--- src/rtl/reg_scoreboard.sv ---
// reg_scoreboard: tracks outstanding register writes and raises stall for unready D-stage operands
// Ports: clk, reset (sync, active-high); issue_valid/issue_rd/issue_tnew record a promised write;
// retire_valid/retire_rd retire it at W; rs/rt with *_used/*_tuse describe D-stage reads;
// stall, busy_mask (per-register outstanding flag) and sticky err are outputs.
module reg_scoreboard #(
  parameter int MAX_INFLIGHT = 3
) (
  input  logic        clk,
  input  logic        reset,
  input  logic        issue_valid,
  input  logic [4:0]  issue_rd,
  input  logic [1:0]  issue_tnew,
  input  logic        retire_valid,
  input  logic [4:0]  retire_rd,
  input  logic [4:0]  rs,
  input  logic        rs_used,
  input  logic [1:0]  rs_tuse,
  input  logic [4:0]  rt,
  input  logic        rt_used,
  input  logic [1:0]  rt_tuse,
  output logic        stall,
  output logic [31:0] busy_mask,
  output logic        err
);
  localparam logic [1:0] CMAX = 2'(MAX_INFLIGHT);
  logic [31:0][1:0] cnt, rdy, cnt_n, rdy_n;
  logic iss, ret, ovf, udf;
  // Loop starts at 1 so $0 keeps cnt/rdy at zero and its events are silently ignored.
  always_comb begin
    cnt_n = '0;
    rdy_n = '0;
    ovf = 1'b0;
    udf = 1'b0;
    iss = 1'b0;
    ret = 1'b0;
    for (int r = 1; r < 32; r++) begin
      iss = issue_valid && issue_rd == 5'(r);
      ret = retire_valid && retire_rd == 5'(r);
      cnt_n[r] = (iss && !ret) ? (cnt[r] == CMAX ? CMAX : cnt[r] + 2'd1) :
                 (ret && !iss) ? (cnt[r] == 2'd0 ? 2'd0 : cnt[r] - 2'd1) : cnt[r];
      // The youngest writer defines readiness; an idle register is always ready.
      rdy_n[r] = cnt_n[r] == 2'd0 ? 2'd0 : iss ? issue_tnew :
                 (rdy[r] == 2'd0 ? 2'd0 : rdy[r] - 2'd1);
      ovf = ovf | (iss && !ret && cnt[r] == CMAX);
      udf = udf | (ret && !iss && cnt[r] == 2'd0);
    end
  end
  always_ff @(posedge clk) begin
    if (reset) begin
      cnt <= '0;
      rdy <= '0;
      err <= 1'b0;
    end else begin
      cnt <= cnt_n;
      rdy <= rdy_n;
      err <= err | ovf | udf;
    end
  end
  always_comb begin
    busy_mask = '0;
    for (int r = 1; r < 32; r++) busy_mask[r] = cnt[r] != 2'd0;
  end
  assign stall = (rs_used && rs != 5'd0 && cnt[rs] != 2'd0 && rdy[rs] > rs_tuse) ||
                 (rt_used && rt != 5'd0 && cnt[rt] != 2'd0 && rdy[rt] > rt_tuse);
endmodule
--- config.mk ---
export PLATFORM = sky130hd
export DESIGN_NAME = reg_scoreboard
export DESIGN_NICKNAME = d
export VERILOG_FILES = /design/src/rtl/reg_scoreboard.sv
export SDC_FILE = /design/constraint.sdc
export NUM_CORES = 1
export LEC_CHECK = 0
export CELL_PAD_IN_SITES_DETAIL_PLACEMENT = 0
export CELL_PAD_IN_SITES_GLOBAL_PLACEMENT = 2
export CORE_MARGIN = 1.5
export CORE_UTILIZATION = 39
export CTS_CLUSTER_DIAMETER = 80
export DETAILED_ROUTE_END_ITERATION = 8
export PLACE_DENSITY = 0.92
export SYNTH_ARGS = -nofsm -noshare
export SYNTH_HDL_FRONTEND = slang
export SYNTH_SLANG_ARGS = --single-unit
--- constraint.sdc ---
create_clock -name clk -period 9.3 [get_ports clk]
set_clock_uncertainty 0.2 [all_clocks]
set_input_delay 1.86 -clock clk [delete_from_list [all_inputs] [get_ports clk]]
set_output_delay 1.86 -clock clk [all_outputs]
set_load 0.01 [all_outputs]
==> results.json <==
{
  "status": "finished clean",
  "grt_setup_unrepaired": "no",
  "drive_above_1_share_pct": 11.1,
  "yosys_warnings": 0,
  "die_area_um2": 23700,
  "dr.pass1.iters": 5,
  "nets": 1154,
  "reg2reg_depth": 5,
  "final_common_cell": "dfxtp_1",
  "ys_async_sr_fraction_pct": 0,
  "tns_ps": 0,
  "io_pins": 66,
  "p_comb_share_pct": 10.9,
  "hold_path.class": "reg2reg",
  "peakVddDrop_mv": 0.0867,
  "drtAntennaViolNets": 0,
  "seqCellArea_um2": 2500,
  "yosys.area.top_type_share_pct": 28.2,
  "syn_to_final_growth_pct": 15.2,
  "synth_area_leader_cell": "dfxtp_1",
  "drv_slew": 0,
  "whs_ps": 311,
  "yosysUniqueCellTypes": 63,
  "fmax_mhz": 131,
  "cap_violations": 0,
  "die_x_um": 154,
  "critical_path.max_fanout": 21,
  "syn-num-nets": 1148,
  "viasPerCell": 6.51,
  "critical_path.max_stage_delay_ps": 1120,
  "switchingPower_mw": 0.394,
  "drt_iter0_drc": 1033,
  "hold_buffers": 0,
  "initial_core_util_pct": 39.4,
  "cp_data_required_time_ps": 7240,
  "grt_usage_pct": 29.6,
  "clockBufferDepth": 2,
  "p_leak_nw": 3.23,
  "clkPwrFrac_pct": 50.1,
  "clk_latency_ps": 430,
  "cpMaxStageDelayCell": "clkdlybuf4s50_1",
  "setup.worst_path.class": "in2out",
  "cts_max_level": 4,
  "maxSlewHeadroom_pct": 20.8,
  "clkSinkCount": 125,
  "dp_hpwl_mm": 24.9,
  "multi_input_area_um2": 5920,
  "fin_crit_sh_pct": 82.4,
  "portBuffers": 64,
  "tritoncts": "yes",
  "syn_avg_cell_area_um2": 7.98,
  "post-cts-setup-buffers": 0,
  "period_minus_slack_ps": 7660,
  "ys_seq_area_share_pct": 28.2,
  "overflow": 0,
  "post_cts_resized": 0,
  "drt-total-wl_mm": 34.6,
  "final_util_pct": 45.4,
  "placed_cell_area_um2": 9620,
  "synth-seq-cells": 125,
  "diodes": 0,
  "hold_viol_final": 0,
  "die_h_um": 154,
  "layout_common_cells": "dfxtp_1 (125), nor2_1 (119), a21oi_1 (103)",
  "worstMarginPinSlew_ps": 1190,
  "crit_path_cell_trace": "clkdlybuf4s50_1 -> mux4_2 -> mux4_2 -> mux2_2 -> ha_1 -> nor2b_1 -> o211ai_1 -> o32ai_1 -> clkdlybuf4s50_1",
  "first_global_vias": 8649,
  "p_int_mw": 0.992,
  "swShare_pct": 28.4,
  "nFillCells": 2209,
  "coreArea_um2": 22500,
  "cp-end-kind": "output port",
  "rows": 55,
  "root_buffer": "clkbuf_16",
  "p_per_area_nw_per_um2": 136,
  "syn_inst": 1112,
  "worstHoldPathCells": 2,
  "p_seq_share_pct": 39.0,
  "grt_pass1_wl_mm": 52.8,
  "setup_violations": 0,
  "cp-start-kind": "input port",
  "syn-cell-area_um2": 8880,
  "antenna_found_initial": 0,
  "arrival_ps": 5600,
  "clkTransAtPathRegs_ps": 70,
  "yosys_most_used_dff": "dfxtp_1",
  "synth_edf_count": 0,
  "synthTopCellsByArea": "dfxtp_1 (28%), mux4_2 (11%), a21oi_1 (5.8%)",
  "drc": 0,
  "grt_start_max_net_pins": 64,
  "numCtsBuffers": 17,
  "gp_congestion": 0.927,
  "final_area_um2": 10200,
  "wl_per_cell_um": 24.4,
  "num_vias": 9214
}
[power by group through the flow]
stage | Clock [mW] | Combinational, mW | Sequential (mW)
2_1_floorplan | 0 | 0.0880 | 0.552
3_3_place_gp | 0 | 0.146 | 0.553
3_5_place_dp | 0 | 0.147 | 0.553
4_1_cts | 0.700 | 0.147 | 0.541
5_1_grt | 0.723 | 0.158 | 0.541
6_report | 0.694 | 0.150 | 0.541
[Yosys cell counts, types with 30 or more instances]
cell,instances
nand2_1,78
nand2b_1,30
a21oi_1,103
a31oi_1,31
o21ai_0,54
clkbuf_1,69
o211ai_1,37
mux4_2,42
a211oi_1,49
nor2_1,119
dfxtp_1,125
nand3_1,53
nand3b_1,34
[worst max-delay path, delay by kind of cell]
kind                     cells  cell delay, ps
AO/OA/AOI/OAI                2             250
buffers and inverters        2            1720
AND/OR/NAND/NOR              1             120
adder cells (fa/ha/maj)      1             280
multiplexers                 3            1370
[routing by layer]
layer  vias to the layer above  share of wire, %  track usage (%)
li1                       4263                 -                -
met1                      4447                43             39.5
met2                       418                45             46.1
met3                        86               7.0             4.62
met4                         0               4.9             15.3
met5                         -                 0                0
[through the flow]
stage               worst slack (ps)  std cells  total power, mW
global route                    1520       1416             1.42
detailed placement              1650       1384            0.700
finish                          1640       1416             1.39
global placement                1720       1384            0.699
floorplan                       2900       1112            0.640
CTS                             1640       1416             1.39
[cell families after synthesis]
family	synth area share, %
other	0.0422
adder cells (fa/ha/maj)	0.564
flip-flops	28.2
buffers and inverters	5.37
AO/OA/AOI/OAI	26.6
AND/OR/NAND/NOR	27.2
multiplexers	12.0
[worst paths after layout]
check	start	to	slack [ps]
worst max-delay path	rt[1]	stall	1640
worst min-delay path	rdy[10]	rdy[11]	310
worst max register to register	cnt[2]	err	7000
worst min register to register	rdy[10]	rdy[11]	310
[sequential cells by signal, summed over array words and instances (netlist names)]
register	flops
cnt	62
rdy	62
err	1
[cell type report]
type | instances | area share (%)
flip-flops and latches | 125 | 24.5
well taps | 285 | 3.49
multi-input cells | 867 | 57.9
clock buffers | 17 | 4.16
clock inverters | 15 | 1.70
inverters | 27 | 0.991
repair buffers | 80 | 7.29
No activity file was read; power rests on OpenSTA's default activity.
